<file path="src/rtl/div_unit.sv">
// div_unit: multicycle signed restoring divider for the HI/LO path (MIPS DIV).
//
// Operation: a start with a non-zero divisor latches operand magnitudes and
// signs, runs WIDTH restoring steps (one per cycle), then applies the signs
// and writes quotient -> lo_out, remainder -> hi_out.
// A start with a zero divisor pulses div_zero and leaves the results untouched.
// Timing: start at edge E0, steps on E1..E32, sign fix-up at E33, and
// div_done high in the cycle after E33.
//
// Ports:
//   clk        rising-edge clock
//   reset      asynchronous, active-high; clears all state and outputs
//   div_start  start request, sampled only in IDLE
//   dividend   signed dividend, sampled with div_start
//   divisor    signed divisor, sampled with div_start
//   hi_out     remainder (MIPS HI)
//   lo_out     quotient (MIPS LO)
//   div_busy   high from the accepting edge until the results are written
//   div_done   one-cycle pulse: hi_out/lo_out were just updated
//   div_zero   one-cycle pulse: divisor was zero, nothing was written
module div_unit #(
  parameter int WIDTH = 32
) (
  input  logic             clk,
  input  logic             reset,
  input  logic             div_start,
  input  logic [WIDTH-1:0] dividend,
  input  logic [WIDTH-1:0] divisor,
  output logic [WIDTH-1:0] hi_out,
  output logic [WIDTH-1:0] lo_out,
  output logic             div_busy,
  output logic             div_done,
  output logic             div_zero
);

  localparam int CW = (WIDTH > 1) ? $clog2(WIDTH) : 1;

  typedef enum logic [1:0] {
    IDLE = 2'd0,
    CALC = 2'd1,
    FIX  = 2'd2,
    DONE = 2'd3
  } state_t;

  state_t           state_q, state_d;
  logic [WIDTH-1:0] rem_q, rem_d;      // partial remainder
  logic [WIDTH-1:0] quo_q, quo_d;      // dividend magnitude shifting into quotient
  logic [WIDTH-1:0] dvsr_q, dvsr_d;    // divisor magnitude
  logic             neg_quo_q, neg_quo_d;
  logic             neg_rem_q, neg_rem_d;
  logic [CW-1:0]    cnt_q, cnt_d;
  logic [WIDTH-1:0] hi_q, hi_d;
  logic [WIDTH-1:0] lo_q, lo_d;
  logic             busy_q, busy_d;
  logic             done_q, done_d;
  logic             zero_q, zero_d;

  // Restoring-step helpers. A W-bit remainder is enough: |divisor| never
  // exceeds 2^(W-1), so the shifted remainder (< 2*|divisor|) fits in W bits.
  logic [WIDTH-1:0] rem_shift;
  logic [WIDTH-1:0] quo_shift;
  logic             rem_ge;

  always_comb begin
    rem_shift = {rem_q[WIDTH-2:0], quo_q[WIDTH-1]};
    quo_shift = {quo_q[WIDTH-2:0], 1'b0};
    rem_ge    = (rem_shift >= dvsr_q);
  end

  always_comb begin
    state_d   = state_q;
    rem_d     = rem_q;
    quo_d     = quo_q;
    dvsr_d    = dvsr_q;
    neg_quo_d = neg_quo_q;
    neg_rem_d = neg_rem_q;
    cnt_d     = cnt_q;
    hi_d      = hi_q;
    lo_d      = lo_q;
    busy_d    = busy_q;
    done_d    = 1'b0;
    zero_d    = 1'b0;

    case (state_q)
      IDLE: begin
        if (div_start) begin
          if (divisor == '0) begin
            zero_d = 1'b1;
          end else begin
            // Magnitudes as W-bit unsigned; -2^(W-1) maps onto itself.
            quo_d     = dividend[WIDTH-1] ? -dividend : dividend;
            dvsr_d    = divisor[WIDTH-1]  ? -divisor  : divisor;
            neg_quo_d = dividend[WIDTH-1] ^ divisor[WIDTH-1];
            neg_rem_d = dividend[WIDTH-1];
            rem_d     = '0;
            cnt_d     = '0;
            busy_d    = 1'b1;
            state_d   = CALC;
          end
        end
      end
      CALC: begin
        if (rem_ge) begin
          rem_d = rem_shift - dvsr_q;
          quo_d = quo_shift | {{(WIDTH-1){1'b0}}, 1'b1};
        end else begin
          rem_d = rem_shift;
          quo_d = quo_shift;
        end
        if (cnt_q == CW'(WIDTH - 1)) begin
          state_d = FIX;
        end else begin
          cnt_d = cnt_q + CW'(1);
        end
      end
      FIX: begin
        lo_d    = neg_quo_q ? -quo_q : quo_q;
        hi_d    = neg_rem_q ? -rem_q : rem_q;
        busy_d  = 1'b0;
        done_d  = 1'b1;
        state_d = DONE;
      end
      DONE: begin
        // Any start seen here is dropped; IDLE picks it up next cycle.
        state_d = IDLE;
      end
      default: begin
        state_d = IDLE;
      end
    endcase
  end

  always_ff @(posedge clk or posedge reset) begin
    if (reset) begin
      state_q   <= IDLE;
      rem_q     <= '0;
      quo_q     <= '0;
      dvsr_q    <= '0;
      neg_quo_q <= 1'b0;
      neg_rem_q <= 1'b0;
      cnt_q     <= '0;
      hi_q      <= '0;
      lo_q      <= '0;
      busy_q    <= 1'b0;
      done_q    <= 1'b0;
      zero_q    <= 1'b0;
    end else begin
      state_q   <= state_d;
      rem_q     <= rem_d;
      quo_q     <= quo_d;
      dvsr_q    <= dvsr_d;
      neg_quo_q <= neg_quo_d;
      neg_rem_q <= neg_rem_d;
      cnt_q     <= cnt_d;
      hi_q      <= hi_d;
      lo_q      <= lo_d;
      busy_q    <= busy_d;
      done_q    <= done_d;
      zero_q    <= zero_d;
    end
  end

  assign hi_out   = hi_q;
  assign lo_out   = lo_q;
  assign div_busy = busy_q;
  assign div_done = done_q;
  assign div_zero = zero_q;

endmodule

</file>
<file path="config.mk">
export PLATFORM = sky130hd
export DESIGN_NAME = div_unit
export DESIGN_NICKNAME = d
export VERILOG_FILES = /design/src/rtl/div_unit.sv
export SDC_FILE = /design/constraint.sdc
export NUM_CORES = 1
export LEC_CHECK = 0
export CAP_MARGIN = 10
export CORE_MARGIN = 1.5
export CORE_UTILIZATION = 50
export CTS_CLUSTER_DIAMETER = 60
export DETAILED_ROUTE_END_ITERATION = 12
export GPL_TIMING_DRIVEN = 0
export PLACE_DENSITY_LB_ADDON = 0.15
export SETUP_SLACK_MARGIN = 0.5
export SYNTH_ARGS = -nofsm -noshare
export SYNTH_HDL_FRONTEND = slang
export SYNTH_SLANG_ARGS = --single-unit
</file>
<file path="constraint.sdc">
create_clock -name clk -period 17.5 [get_ports clk]
set_input_delay 2.625 -clock clk [delete_from_list [all_inputs] [get_ports clk]]
set_output_delay 2.625 -clock clk [all_outputs]
set_load 0.005 [all_outputs]
</file>
After elaboration in Yosys (flattened, before gate mapping)

Index checks and enable logic that the tools add are counted.

Flip-flop bits (word level): 172
Input port bits: 67
Bits in latches: 0
ROM bits: 0
Output and inout bits: 67
Bits in writable memories: 0
Word-level logic and storage cells: 65
Memories kept: 0

Multiplexer cells: 27
Multipliers: 0
Divide/modulo/power cells: 0
Add/subtract/negate cells: 6
Shift operators: 0
Equal/unequal tests: 8
Bitwise gates (word level): 2
Reductions and logical operators: 9
$lt $le $gt $ge: 1

Operators by type and width:

| cell                                                | count |
|---|---|
| 2-to-1 mux 32 bit                                   | 9 |
| negator 32 bit                                      | 4 |
| one-hot mux 32 bit (2 select lines)                 | 2 |
| greater-or-equal comparator 32 bit                  | 1 |
| logical NOT 32 bit                                  | 1 |
| subtractor 32 bit                                   | 1 |
| 2-to-1 mux 5 bit                                    | 3 |
| AND reduction 3 bit                                 | 4 |
| one-hot mux 5 bit (2 select lines)                  | 1 |
| != test 2 bit, second input constant                | 4 |
| one-hot mux 2 bit (4 select lines)                  | 1 |
| 2-to-1 mux 1 bit                                    | 7 |
| 2-to-1 mux 2 bit                                    | 3 |
| adder 5 x 1 -> 5 bit, second input constant         | 1 |
| equality test 5 bit, second input constant          | 1 |
| equality test 2 bit, second input constant          | 2 |
| AND reduction 4 bit                                 | 1 |
| nonzero test 2 bit                                  | 2 |
| equality test 2 x 1 -> 1 bit, second input constant | 1 |
| logical NOT 2 bit                                   | 1 |
| one-hot mux 1 bit (2 select lines)                  | 1 |
| inverter 1 bit                                      | 1 |
| bitwise XOR 1 bit                                   | 1 |

Longest topological paths before layout

Gate-level depths: netlist of the first run.

Depth in word-level cells: 5
Depth in mapped cells: 13
Mapped depth without buffers: 11

Least setup slack after synthesis of the first run

No wires, ideal clock.

Path type: input-to-reg
Start point: input divisor[0]
End point: register dvsr_q[30]
Path buffers: 0
Arrival time: 4.810 ns
Setup slack: 12.554 ns
Library setup time: 0.136 ns
Data required time: 17.364 ns
Stages on the path: 10
Path through: inv_1 -> ha_1 -> or4b_1 -> nor2_1 -> nand2_1 -> or3_1 -> or4_1 -> o31ai_1 -> xor2_1 -> o21ai_0

Word-level cells in the longest chain between the ends: 3
Elaborated cells between the ends (all ways): 5
Those cells by class: add/sub (1); mux (1); bitwise (1); reduce/logical (2)

RTL lines:

| item                                                   | RTL line | text |
|---|---|---|
| start, declared                                        | 28       | `input logic [WIDTH-1:0] divisor,` |
| branches (longest 3 deep; another with negator 32 bit) | -        |  |
| end signal, assigned                                   | 151      | `dvsr_q <= dvsr_d;` |
| end, declared                                          | 48       | `logic [WIDTH-1:0] dvsr_q, dvsr_d;` |

Parallel ways; which one is timed is not known.
A chain may end at the register's enable or synchronous reset.

Final worst setup path of the first run

Start point: input divisor[0]
End point: register quo_q[22]

Word-level cells in the longest chain between the ends: 3

RTL lines:

| item                                 | RTL line | text |
|---|---|---|
| logical NOT 32 bit                   | 87       | `if (divisor == '0) begin` |
| != test 2 bit (no source line)       | -        |  |
| AND reduction 3 bit (no source line) | -        |  |
| end signal, assigned                 | 150      | `quo_q <= quo_d;` |
| end, declared                        | 47       | `logic [WIDTH-1:0] quo_q, quo_d;` |

No other way between the ends.

==> results of run 1 <==
==> routing by layer <==
layer | global-route usage | routed length [um] | vias up
met1 | 0.3985 | 15070 | 4828
met5 | 0 | 0 | -
met2 | 0.4087 | 13560 | 347
met4 | 0.07675 | 536 | 0
li1 | - | - | 4938
met3 | 0.05186 | 2011 | 37
==> area by class of cell <==
class                   instances  area [um^2]  share of cell area
plain buffers                  69        281.5             0.02064
clock inverters                11        112.6            0.008258
flip-flops and latches        172         4304              0.3156
well taps                     280        350.3             0.02569
inverters                      57        221.5             0.01624
clock buffers                  21        460.4             0.03376
repair buffers                134         1359             0.09964
multi-input cells             976         6548              0.4801
==> state kept, by name, indices dropped and copies added (netlist names) <==
signal / count
quo_q: 32
neg_quo_q: 1
neg_rem_q: 1
hi_out: 32
div_busy: 1
lo_out: 32
cnt_q: 5
rem_q: 32
state_q: 2
div_zero: 1
div_done: 1
dvsr_q: 32
==> cell families after synthesis <==
kind of cell / Yosys count / synth area share
DFF: 172 / 0.3793
and+or+nand+nor: 352 / 0.1526
adders and majority gates: 42 / 0.04697
xor gates and xnor gates: 140 / 0.1081
AOI/OAI and AO/OA: 397 / 0.2280
buffers and inverters: 126 / 0.04366
muxes: 45 / 0.04135
==> worst max-delay path, stage by stage <==
cell and delay [ns]:
clkdlybuf4s50_1 0.45, inv_1 0.11, ha_1 0.19, or4b_1 0.54, or2_1 0.39, o41ai_4 0.67
a21oi_1 0.47, clkbuf_1 0.43, a22oi_1 0.23, o21ai_0 0.11
==> Yosys cell counts, types with 11 or more instances <==
| cell type | n |
|---|---|
| dfrtp_1 | 172 |
| nand2_1 | 129 |
| o21ai_0 | 118 |
| xor2_1 | 102 |
| nor2_1 | 97 |
| a21oi_1 | 93 |
| inv_1 | 57 |
| clkbuf_1 | 54 |
| ha_1 | 41 |
| xnor2_1 | 38 |
| o31ai_1 | 32 |
| mux2i_1 | 30 |
| a22oi_1 | 22 |
| o41ai_1 | 22 |
| a21o_1 | 19 |
| or4_1 | 16 |
| mux2_2 | 15 |
| nand3_1 | 15 |
| nor3_1 | 15 |
| a32oi_1 | 14 |
| nand4_1 | 12 |
| o21ai_1 | 12 |
| buf_2 | 11 |
==> final timing paths <==
| path | start | to | slack, ns | depth (start not counted) |
|---|---|---|---|---|
| max reg2reg | quo_q[31] | rem_q[19] | 13.78 | 12 |
| min in group asynchronous | reset | hi_out[30] | 2.62 | 2 |
| max | divisor[0] | quo_q[22] | 11.59 | 10 |
| min reg2reg | dvsr_q[18] | dvsr_q[18] | 0.48 | 2 |
| max in group asynchronous | reset | lo_out[11] | 14.00 | 3 |
| min | dvsr_q[18] | dvsr_q[18] | 0.48 | 2 |
==> where the power goes <==
group	switching, mW	internal, mW
Clock	0.168	0.206
Sequential	0.190	0.587
Combinational	0.955	0.727
Total	1.31	1.52
==> metrics.md, run 1 <==
| Metric | Value |
|---|---|
| Ys flop type | dfrtp_1 |
| Crit Path Max Fanout | 10 |
| Core Footprint | approximately 22000 um^2 |
| Post-cts hold buffer count | 0 |
| CTS buffer count | 17 |
| Initial core utilization | 0.5152 |
| Outcome | completed |
| Global-route wire length before repair | roughly 50 mm |
| Final core occ | 0.6191 |
| Most common cell after layout, fill and taps aside | dfrtp_1 |
| Clk buf depth | 2 |
| Post-synthesis async set-or-reset flop share | 1.000 |
| Crit path DAT | between 6 and 7 ns |
| Leading area contributor after synthesis | dfrtp_1 |
| Tot GR Track Use | 0.2716 |
| Nets@finish | 1536 |
| Peak Freq | around 170 MHz |
| Cells after DPL | 1688 |
| Slew Limit Headroom | 0.4174 |
| Final instance area | roughly 14000 um^2 |
| DRT Pass-1 Iters | 5 |
| Top post-synthesis cells by area | dfrtp_1, xor2_1, o21ai_0 |
| Fin worst setup slack | between 10 and 15 ns |
| Setup Skew | 0.01289 ns |
| HPWL after DPL | about 24 mm |
| Port Buf Inserts | between 100 and 150 |
| Max H-tree Level | 4 |
| Post-CTS sizing | 0 |
| Sequential fraction of the synthesis area | 0.3793 |
| Vias/cell | between 5 and 6 |
| # clock sinks | 172 |
| Max cap viols | 0 |
| Worst Hold Class | flop to flop |
| Width of the die | 153.6 um |
| Slew Viols, Final | 0 |
| Final hold vios | 0 |
| Share of post-route cells with drive strength above 1 | 0.05972 |
| Net count after synthesis | 1383 |
| Syn. warnings | 0 |
| Cells after synthesis | between 1000 and 1500 |
| Finished Layout Cells | roughly 1700 |
| Total wire length | between 30 and 40 mm |
| Unrepaired setup endpoints after global routing | false |
| Maximum VDD drop | 0.00007575 V |
| Clock Latency Late Sink | roughly 0.44 ns |
| Crit end category | flop |
| Worst hold slack | ~0.48 ns |
| Flops & latches, synth | 172 |
| Filler cells | around 2000 |
| Residual DRC | 0 |
| Die footprint | between 20000 and 25000 um^2 |
| Final Cycle Share | 0.3376 |
| Placed Area | approximately 13000 um^2 |
| Library cells used by synthesis | 80 |
| Pwr/cell area | 207.7 nW/um^2 |
| # diodes | 0 |
| Startpoint Class | input pin |
| CTS tree | done |
| Pleak | ~5.9 nW |
| Worst-margin pin slew | between 0.8 and 0.9 ns |
| GP Congestion | just under 1 |
| Total power | ~2.8 mW |
| Clock transition at path regs | approximately 0.07 ns |
| Pre-CTS setup slack | around 11 ns |
| Via count | 10150 |
| Area grow syn2layout | 20.18% |
| Number of DRC violations after detailed-routing iteration 0 | about 660 |
| Final TNS setup | 0 ns |
| Min cycle time layout | between 5 and 6 ns |
| Synth top area share | 0.3793 |
| Syn_area_per_cell | a little under 9 um^2 |
| Largest net degree at the start of global routing | 110 |
| Grt total ovfl | 0 |
| I/O pin cnt | 134 |
| Root Driver | clkbuf_16 |
| WL per Instance | 18.13 um |
| Initial antenna violation count | 0 |
| Post-synth EDFFs | 0 |
| Setup Buffers After CTS | 0 |
| CP Data Required Time | between 15 and 20 ns |
| Final setup viols | 0 |
| Commonest cells after routing, fill and taps aside | dfrtp_1, clkdlybuf4s50_1, nand2_1, o21ai_0, xor2_1 |
| Kind of critical path | input pin to flop |
| Antenna-violating nets left | 0 |
| Die height | 153.6 um |
| Vias in the first global route | just under 10000 |
| FP Rows | 54 |
| Mapped Area | ~11000 um^2 |
Note: power is estimated with default switching activity, not from simulation.
==> run 2: changes to the inputs <==
==> constraint.sdc (replaced) <==
create_clock -name clk -period 5.75 [get_ports clk]
set_input_delay 0.8625 -clock clk [delete_from_list [all_inputs] [get_ports clk]]
set_output_delay 0.8625 -clock clk [all_outputs]
set_load 0.005 [all_outputs]
==> run 2 against run 1 <==
  * Count of clock-buffer cells in the layout rose by 2
  * Final cell count rose by 0.12%
  * Final area rose by 0.54%
  * Utilization rose by 0.34 points
  * Largest cell class unchanged
  * Die area did not move
  * Combinational power rose to 3.0 times the previous value
  * Critical path type unchanged
  * Total power rose to 3.1 times the previous value
  * Worst hold slack improved by 0.0026 ns
==> metrics.md, run 2 (synthesized netlist as in run 1, its figures left out) <==
| Metric | Value |
|---|---|
| Crit Path Max Fanout | 10 (unchanged) |
| Most common cell after layout, fill and taps aside | dfrtp_1 |
| CP Data Required Time | 6.05 ns (-11.76 ns) |
| Reg area | 4304 um^2 (unchanged) |
| Final TNS setup | 0 ns (unchanged) |
| I/O pin cnt | 134 (unchanged) |
| Maximum VDD drop | 0.0002295 V (+200%) |
| Core Footprint | 22030 um^2 (unchanged) |
| Slew Limit Headroom | 0.4084 (-0.008983) |
| DRT Pass-1 Iters | 5 (unchanged) |
| Final Cycle Share | 0.7050 |
| Kind of critical path | input pin to flop |
| Peak Freq | roughly 250 MHz |
| Die height | 153.6 um (unchanged) |
| Multi-input gate area | 6548 um^2 (unchanged) |
| Commonest cells after routing, fill and taps aside | dfrtp_1, clkdlybuf4s50_1, nand2_1, o21ai_0, xor2_1 |
| Crit path DAT | 4.35 ns (-1.87 ns) |
| Width of the die | 153.6 um (unchanged) |
| Pwr/cell area | 633.7 nW/um^2 (+210%) |
| Final hold vios | 0 (unchanged) |
| Tot GR Track Use | 0.2696 (-0.002020) |
| Finished Layout Cells | 1722 (+0.12%) |
| Crit-path cells | clkdlybuf4s50_1 > inv_1 > ha_1 > or4b_1 > or2_1 > o41ai_4 > a21oi_1 > clkbuf_1 > a22oi_1 > o21ai_0 |
| Initial antenna violation count | 0 (unchanged) |
| Setup Skew | 0.007728 ns (-0.005165 ns) |
| Total wire length | 30.94 mm (-0.77%) |
| Residual DRC | 0 (unchanged) |
| Setup Buffers After CTS | 0 (unchanged) |
| Global-route wire length before repair | 50.56 mm (-0.65%) |
| Pre-CTS setup slack | 1.338 ns (-9.883 ns) |
| Delay-heaviest family, CP | compound AO/OA/AOI/OAI gates |
| Fin worst setup slack | 1.696 ns (-9.896 ns) |
| HPWL after DPL | 24.15 mm (+1.2%) |
| Die footprint | 23610 um^2 (unchanged) |
| Number of DRC violations after detailed-routing iteration 0 | 849 (+29%) |
| Cells after DPL | 1691 (+0.18%) |
| Grt total ovfl | 0 (unchanged) |
| # diodes | 0 (unchanged) |
| Vias in the first global route | 9420 (-3.0%) |
| Post-CTS sizing | 0 (unchanged) |
| Area grow syn2layout | 20.83% |
| CTS buffer count | 17 (unchanged) |
| Max H-tree Level | 4 (unchanged) |
| CTS tree | done |
| Min cycle time layout | between 4 and 5 ns |
| Startpoint Class | input pin |
| Largest net degree at the start of global routing | 42 (-62%) |
| Vias/cell | 5.883 (-0.31%) |
| Share of post-route cells with drive strength above 1 | 0.05964 (-0.00008283) |
| Max cap viols | 0 (unchanged) |
| Initial core utilization | 0.5152 (unchanged) |
| Port Buf Inserts | 133 (unchanged) |
| Slew Viols, Final | 0 (unchanged) |
| Slowest cell on the critical path | o41ai_4 |
| Crit end category | flop |
| Worst Path Buf+Inv | 3 (unchanged) |
| Root Driver | clkbuf_16 |
| Worst Hold Class | flop to flop |
| # clock sinks | 172 (unchanged) |
| WL per Instance | 17.97 um (-0.88%) |
| GP Congestion | 0.9412 (-2.1%) |
| Clk buf depth | 2 (unchanged) |
| Unrepaired setup endpoints after global routing | false |
| Crit path largest cell delay | 0.61 ns (-0.06 ns) |
| FP Rows | 54 (unchanged) |
| Post-cts hold buffer count | 0 (unchanged) |
| Clock Latency Late Sink | 0.43 ns (about the same) |
| Clock transition at path regs | 0.07 ns (about the same) |
| Antenna-violating nets left | 0 (unchanged) |
| Final setup viols | 0 (unchanged) |
| Outcome | completed |
| Worst-margin pin slew | 0.8874 ns (+0.01347 ns) |
| Nets@finish | 1539 (+0.20%) |
| Filler cells | 1927 (-3.1%) |
| Pleak | 5.953 nW (+0.67%) |
| Via count | 10130 (-0.20%) |
-- run 2: final timing paths --
kind	startpoint	endpoint	slack (ns)	depth (start not counted)
setup / recovery	divisor[0]	quo_q[20]	1.70	10
hold / removal	dvsr_q[10]	dvsr_q[10]	0.48	2
setup reg to reg	quo_q[31]	rem_q[21]	2.03	12
hold reg to reg	dvsr_q[10]	dvsr_q[10]	0.48	2
max in group asynchronous	reset	cnt_q[0]	4.10	4
min in group asynchronous	reset	hi_out[12]	0.81	2
-- run 2: tightest hold or removal path, stage by stage (launching register included) --
cell     delay, ns
dfrtp_1       0.34
nand2_1       0.05
o21ai_0       0.06
-- run 2: power by group --
part / internal, mW / switching, mW
clock: 0.710 / 0.486
sequential: 1.79 / 0.611
combinational: 2.21 / 2.88
total: 4.71 / 3.98
-- run 2: routing by layer --
layer | share of wire | GRT usage | vias to the layer above
met2 | 0.43 | 0.3971 | 356
met4 | 0.015 | 0.06611 | 0
met1 | 0.48 | 0.4115 | 4794
li1 | - | - | 4944
met5 | 0 | 0 | -
met3 | 0.076 | 0.04369 | 36
-- run 2: layout make-up --
type                    instances  share of cell area
clock buffers                  23             0.03413
inverters                      57             0.01588
flip-flops and latches        172              0.3139
multi-input cells             976              0.4776
plain buffers                  69             0.02053
well taps                     280             0.02555
clock inverters                 8            0.009491
repair buffers                137              0.1029
-- run 2: metrics by stage --
stage / utilization / cell area, um^2 / total power [mW] / hold slack, ns
2_1_floorplan: - / 11350 / 5.764 / 0.4432
3_3_place_gp: 0.5917 / 13030 / 7.306 / 0.4623
3_5_place_dp: 0.5953 / 13110 / 7.419 / 0.4704
4_1_cts: 0.6225 / 13710 / 8.651 / 0.4854
5_1_grt: 0.6225 / 13710 / 9.422 / 0.5097
6_report: 0.6225 / 13710 / 8.689 / 0.4796
